**src/rtl/fifo_rd_pkg.sv**
```systemverilog
// Shared types for the fifo_flops read-side consumer.
//   occ_t      : occupancy of the 2-entry output buffer (EMPTY/ONE/TWO)
//   OCC_W      : encoding width of occ_t
//   occ_space  : true while the buffer can accept another word
// The word type is logic [bits-1:0] and is declared in each module,
// because a package cannot take the module parameter bits.
package fifo_rd_pkg;

  localparam int OCC_W = 2;

  typedef enum logic [OCC_W-1:0] {
    EMPTY = 2'd0,
    ONE   = 2'd1,
    TWO   = 2'd2
  } occ_t;

  function automatic logic occ_space(input occ_t occ);
    return occ != TWO;
  endfunction

endpackage

```
**src/rtl/fifo_rd_skid.sv**
```systemverilog
// 2-entry output buffer with occupancy FSM.
// Ports:
//   clk, rst     : clock, synchronous active-high reset
//   push, din    : write din into the buffer tail (caller guarantees space)
//   valid, dout  : head entry presented downstream
//   ready        : downstream accepts the head this cycle
//   space        : buffer has a free slot (depends on registered state only)
module fifo_rd_skid
  import fifo_rd_pkg::*;
#(
  parameter int bits = 16
) (
  input  logic            clk,
  input  logic            rst,
  input  logic            push,
  input  logic [bits-1:0] din,
  output logic            valid,
  output logic [bits-1:0] dout,
  input  logic            ready,
  output logic            space
);

  occ_t            occ;
  logic [bits-1:0] e0, e1;   // e0 is the head, e1 the second entry
  logic            fire;

  assign valid = (occ != EMPTY);
  assign dout  = e0;
  assign space = occ_space(occ);
  assign fire  = valid && ready;

  always_ff @(posedge clk) begin
    if (rst) begin
      occ <= EMPTY;
      e0  <= '0;
      e1  <= '0;
    end else begin
      case (occ)
        EMPTY: if (push) begin
          e0  <= din;
          occ <= ONE;
        end
        ONE: begin
          case ({push, fire})
            2'b10: begin e1 <= din; occ <= TWO;   end
            2'b01: begin            occ <= EMPTY; end
            // Head leaves while the incoming word takes its place.
            2'b11: begin e0 <= din; occ <= ONE;   end
            default: ;
          endcase
        end
        TWO: if (fire) begin
          e0  <= e1;
          occ <= ONE;
        end
        default: occ <= EMPTY;
      endcase
    end
  end

endmodule

```
**src/rtl/fifo_flops_reader.sv**
```systemverilog
// Read-side consumer for fifo_flops: pops the first-word-fall-through FIFO
// into a 2-entry buffer and re-presents words on a valid/ready stream.
// Ports:
//   clk, rst             : clock, synchronous active-high reset
//   pndng, fifo_dout     : FIFO not-empty flag and head word
//   pop                  : pop strobe to the FIFO
//   enable               : drain enable (gates new pops only)
//   out_data, out_valid  : downstream stream head
//   out_ready            : downstream accept
//   rd_count             : pops since reset, modulo 2^cnt_w
module fifo_flops_reader
  import fifo_rd_pkg::*;
#(
  parameter int bits  = 16,
  parameter int cnt_w = 16
) (
  input  logic             clk,
  input  logic             rst,
  input  logic             pndng,
  input  logic [bits-1:0]  fifo_dout,
  output logic             pop,
  input  logic             enable,
  output logic [bits-1:0]  out_data,
  output logic             out_valid,
  input  logic             out_ready,
  output logic [cnt_w-1:0] rd_count
);

  logic space;

  // space comes from registered occupancy only, so out_ready never
  // reaches pop combinationally.
  assign pop = !rst && enable && pndng && space;

  fifo_rd_skid #(.bits(bits)) u_skid (
    .clk   (clk),
    .rst   (rst),
    .push  (pop),
    .din   (fifo_dout),
    .valid (out_valid),
    .dout  (out_data),
    .ready (out_ready),
    .space (space)
  );

  always_ff @(posedge clk) begin
    if (rst)      rd_count <= '0;
    else if (pop) rd_count <= rd_count + 1'b1;
  end

endmodule

```
**config.mk**
```make
export PLATFORM = sky130hd
export DESIGN_NAME = fifo_flops_reader
export DESIGN_NICKNAME = d
export VERILOG_FILES = /design/src/rtl/fifo_rd_pkg.sv /design/src/rtl/fifo_rd_skid.sv /design/src/rtl/fifo_flops_reader.sv
export SDC_FILE = /design/constraint.sdc
export NUM_CORES = 1
export LEC_CHECK = 0
export CORE_MARGIN = 3
export CORE_UTILIZATION = 39
export CTS_BUF_LIST = sky130_fd_sc_hd__clkbuf_8
export DETAILED_ROUTE_END_ITERATION = 12
export GPL_TIMING_DRIVEN = 0
export PLACE_DENSITY = 0.75
export SETUP_SLACK_MARGIN = 0.02
export SYNTH_ARGS = -nofsm -noshare
export SYNTH_HDL_FRONTEND = slang
export SYNTH_HIERARCHICAL = 1
export SYNTH_SLANG_ARGS = --single-unit
export TNS_END_PERCENT = 10
```
**constraint.sdc**
```tcl
create_clock -name clk -period 3.31 [get_ports clk]
set_input_delay 0.662 -clock clk [delete_from_list [all_inputs] [get_ports clk]]
set_output_delay 0.662 -clock clk [all_outputs]
set_load 0.05 [all_outputs]
```
; ---- After elaboration in Yosys (flattened, before gate mapping)
; Index checks and enable logic that the tools add are counted.
[totals]
elab_cells = 34
rom_bits = 0
memories = 0
mem_bits_rw = 0
reg_bits = 50
out_inout_bits = 34
latch_bits = 0
[op_classes]
shifts = 0
muxes = 8
mul = 0
eq_ne = 10
n_addsub = 1
reduce_logical = 11
magnitude_cmp = 0
bitwise_logic = 0
div = 0
[ops]
columns = operator, count
row1 = $mux 16, 3
row2 = $pmux 16 s3, 1
row3 = $add 16x1->16 const B, 1
row4 = $pmux 2 s3, 2
row5 = $eq 2x2->1 const B, 3
row6 = $eq 2x1->1 const B, 2
row7 = $logic_and 1x1->1, 4
row8 = $mux 2, 2
row9 = $ne 2x1->1 const B, 2
row10 = $ne 2x2->1 const B, 2
row11 = $ne 4x3->1 const B, 1
row12 = $reduce_and 4->1, 1
row13 = $reduce_and 3->1, 1
row14 = $reduce_bool 3->1, 1
row15 = $logic_not 2->1, 1
row16 = $reduce_and 2->1, 1
row17 = $reduce_bool 2->1, 1
row18 = $logic_not 1->1, 1

; ---- Depth between registers and ports, before layout
[depth]
word_depth = 7
ltp_mapped = 11
mapped_depth_nobuf = 6

; ---- Modules after synthesis
; Netlist, hierarchy kept.
[modules_own_cells]
columns = module, n_inst, cells_per_inst, seq_area_each_um2, area_each_um2
row1 = fifo_rd_skid, 1, 163, 680.7, 1551.5
row2 = fifo_flops_reader, 1, 83, 320.3, 767.0

; ---- Worst setup path before layout
; No wires, ideal clock.
[synth_timing]
kind = reg-to-reg
from = register u_skid.occ[0]
to = register u_skid.e0[1] (netlist: u_skid/dout[1])
path_slack_ps = 803
t_arrival_ps = 2426
path_buffers = 5
required_ps = 3230
stages_incl_launch_ff = 12
cell_sequence = dfxtp_1 -> nand2b_1 -> buf_4 -> buf_6 -> nand4b_4 -> buf_6 -> inv_1 -> nor2b_1 -> buf_2 -> buf_2 -> a211oi_1 -> a211oi_2
[synth_via]
elab_chain_cells = 5
elab_cells_between_ends = 14
cone_classes = 7 x eq/ne / 1 x mux / 6 x reduce/logical
[synth_lines]
columns = element, line_no
row1 = "start, declared", fifo_rd_skid.sv:23  ; occ_t occ;
row2 = "start signal, assigned", fifo_rd_skid.sv:34  ; occ <= EMPTY;
row3 = "start signal, assigned", fifo_rd_skid.sv:41  ; occ <= ONE;
row4 = "start signal, assigned", fifo_rd_skid.sv:45  ; 2'b10: begin e1 <= din; occ <= TWO; end
row5 = $ne 2x2->1 (*), fifo_rd_pkg.sv:18  ; return occ != TWO;
row6 = via space, fifo_flops_reader.sv:29  ; logic space;
row7 = $logic_and 1x1->1 (*), fifo_flops_reader.sv:33  ; assign pop = !rst && enable && pndng && space;
row8 = via pop, fifo_flops_reader.sv:21  ; output logic pop,
row9 = $eq 2x2->1, fifo_rd_skid.sv:44  ; case ({push, fire})
row10 = $ne 2x2->1 (no line), -
row11 = $reduce_and 4->1 (no line) (*), -
row12 = "end signal, assigned", fifo_rd_skid.sv:40  ; e0 <= din;
row13 = "end, declared", fifo_rd_skid.sv:24  ; logic [bits-1:0] e0, e1;
; Mark *: on every way through the listed nets, which the timed path passes. The rest lies on a longest branch.
; A chain may end at the register's enable or synchronous reset.

; ---- Worst setup path after layout
[layout_timing]
from = register u_skid.occ[0]
to = output port pop
[layout_via]
elab_chain_cells = 2
[layout_lines]
columns = element, line_no
row1 = $ne 2x2->1, fifo_rd_pkg.sv:18
row2 = via space, fifo_flops_reader.sv:29
row3 = $logic_and 1x1->1, fifo_flops_reader.sv:33
row4 = "end, declared", fifo_flops_reader.sv:21
; The timed path passes the listed nets, and every way through them passes these cells.

==> impl_metrics.csv <==
group,metric,value,unit
outcome,outcome,"completed",
timing,min_period,3060,ps
place,place.gp.congestion,0.763,
place,portBuffers,54,
die,initial_core_util,41.1,%
global_route,grt_overflow,0,
global_route,grt_pass1_wl,9020,µm
worst_setup_path,cp-end-kind,"output port",
clock_network,ctsHtreeMaxLevel,2,
synth,ys_warn_count,6,
synth,yosysSeqAreaShare,43.2,%
min_path,min_path_type,"register to register",
place,dp_slack,24.0,ps
synth,synth_cell_types,40,
detailed_routing,drt_iter0_markers,83,
worst_setup_path,arrival,2400,ps
worst_setup_path,worstSetupStartpointType,"register",
synth,ys_ff_latch,50,
die,die_y,83.1,µm
final_layout,drive_gt1_share,12.0,%
clock_network,cts_resized,1,
clock_network,cts_tree,"done",
final_layout,multi_input_area,1190,µm²
worst_setup_path,crit_required,2650,ps
synth,synth_nets,268,
place,dp_hpwl,3840,µm
detailed_routing,ant_nets,0,
clock_network,worstSkewPairLatency,290,ps
detailed_routing,wl,5290,µm
synth,synth_cells,246,
timing,skew,8.84,ps
clock_network,clockBufferDepth,2,
clock_network,cts_num_sinks,50,
global_route,antenna_found_initial,0,
clock_network,clk_pin_slew_worst_paths,90,ps
power,pwr_density_cell,397,nW/µm²
timing,tns,0,ps
synth,netlist_area,2320,µm²
die,ios,55,
timing,relSlewSlack,55.6,%
timing,clock.fmax,327,MHz
timing,worst_pin_slew,666,ps
final_layout,nets,329,
detailed_routing,wire_per_inst,13.9,µm
global_route,grt_pass1_vias,1940,
final_layout,diodes,0,
timing,period_share,92.4,%
power,ir_drop,0.220,mV
final_layout,area_growth,31.7,%
clock_network,cts_setup_buffers,0,
synth,synth_area_per_cell,9.42,µm²
timing,setup_viol,0,
die,die_w,83.1,µm
timing,drv_slew,0,
final_layout,fillers,509,
die,die_area,6910,µm²
detailed_routing,drc,0,
timing,finalHoldViolations,0,
final_layout,regArea,1000,µm²
timing,rsz0062_at_grt,"no",
die,fp-row-count,27,
detailed_routing,dr.pass1.iters,4,
power,leakagePower,1.17,nW
timing,setup_ws,250,ps
detailed_routing,viasPerCell,5.25,
worst_setup_path,cp_max_fo,10,
clock_network,cts_buffers,5,
global_route,grt.total_usage,15.8,%
detailed_routing,num_vias,1996,
die,core_area,5640,µm²
clock_network,postCtsHoldBufs,0,
worst_setup_path,path_class,"register to output port",
clock_network,root_buffer,"clkbuf_8",
global_route,grt_max_degree,15,
job,drv_cap,0,
-- flip-flops by register name, summed over array words and instances (netlist names) --
signal / flops
u_skid/occ: 2
u_skid/dout: 16
rd_count: 16
u_skid/e1: 16
-- worst max-delay path, cell delays in order, from the launching register on --
cell and delay [ps]:
dfxtp_1 460, nand2b_1 140, buf_4 200, buf_6 200, nand4b_4 150, buf_6 170
inv_1 220, dlygate4sd2_1 570
-- placed cells by master, fill, tap and decap left out, types with 2 or more instances in the layout --
master	n
clkdlybuf4s50_1	53
dfxtp_1	50
nand2_1	42
a211oi_1	23
a21oi_1	18
mux2i_1	17
nor2_1	13
a211oi_2	10
xnor2_1	8
buf_2	8
clkbuf_1	7
nor4_1	5
clkbuf_8	5
buf_6	4
inv_1	4
nor2b_1	4
nand3_1	4
nand2b_1	3
xor2_1	2
nand4_1	2
mux2_1	2
nor3_1	2
-- per-stage QoR --
step	hold WS [ps]	cell area, µm²	power, W	cells	util (%)
6_report	458	3050	0.00121	380	54.1
5_1_grt	485	3050	0.00126	380	54.1
4_1_cts	458	3050	0.00123	380	54.1
3_5_place_dp	446	2950	0.000814	372	52.3
3_3_place_gp	441	2950	0.000812	372	52.3
2_1_floorplan	436	2320	0.000744	246	-
-- final cells by class --
class,count,share of cell area (%)
multi-input combinational,174,39.0
sequential,50,32.8
timing repair buffer,54,17.7
buffer,20,3.89
tap,72,2.95
clock buffer,5,2.25
clock inverter,3,1.23
inverter,2,0.246
-- cells by family after synthesis --
family | share of synthesized area [%]
xor gates and xnor gates | 3.78
adders and majority gates | 0.540
and+or+nand+nor | 20.0
muxes | 8.80
DFF | 43.2
buffers and inverters | 5.45
AOI/OAI and AO/OA | 18.2
-- power by group --
group | internal [W] | switching [W] | total [W]
Combinational | 0.0000722 | 0.000103 | 0.000175
Clock | 0.000220 | 0.000193 | 0.000413
Sequential | 0.000615 | 0.00000988 | 0.000625
-- metal layers --
| layer | vias to the layer above | routed length [µm] | global-route usage [%] |
|---|---|---|---|
| met1 | 936 | 2380 | 19.8 |
| li1 | 998 | - | - |
| met2 | 60 | 2610 | 26.7 |
| met4 | 0 | 21 | 4.16 |
| met5 | - | 0 | 0 |
| met3 | 2 | 275 | 4.17 |
-- Yosys cell counts --
library cell  count  area (µm²)
nand3_2           1        10.0
a21oi_1          18        90.1
nand3_1           4        20.0
nor4bb_1          1        10.0
xor2_1            2        17.5
buf_2             8        40.0
or3b_1            1        8.76
o21bai_1          1        7.51
mux2_2            1        11.3
nand4_2           1        12.5
nand4_1           2        12.5
a21o_4            1        15.0
nor2b_1           4        25.0
inv_1             2        7.51
o21ai_0           1        5.00
nand4b_4          1        23.8
nor2_1           13        48.8
nor4_1            5        31.3
a211oi_2         10         125
mux2i_1          17         170
ha_1              1        12.5
a21o_1            1        7.51
nor4_4            1        21.3
and3_1            1        6.26
buf_6             4        45.0
dfxtp_1          50        1000
clkbuf_1          7        26.3
nor3_1            2        10.0
buf_4             1        7.51
nand3b_1          1        7.51
nand2b_1          3        18.8
nand2_1          42         158
and2_1            1        6.26
nand4bb_1         1        11.3
and3b_1           1        8.76
or3_2             1        7.51
mux2_1            2        22.5
xnor2_1           8        70.1
or2_2             1        6.26
a211oi_1         23         173
-- final timing paths --
check	startpoint	end	slack, ps	cells after the start
min	u_skid/e1[3]$_SDFFE_PP0P_	u_skid/e1[3]$_SDFFE_PP0P_	460	2
max	u_skid/occ[0]$_SDFFE_PP0P_	pop	250	7
max reg2reg	u_skid/occ[0]$_SDFFE_PP0P_	u_skid/dout[3]$_SDFFE_PP0P_	700	11
min reg2reg	u_skid/e1[3]$_SDFFE_PP0P_	u_skid/e1[3]$_SDFFE_PP0P_	460	2
Power figures use the tool's default switching activity.
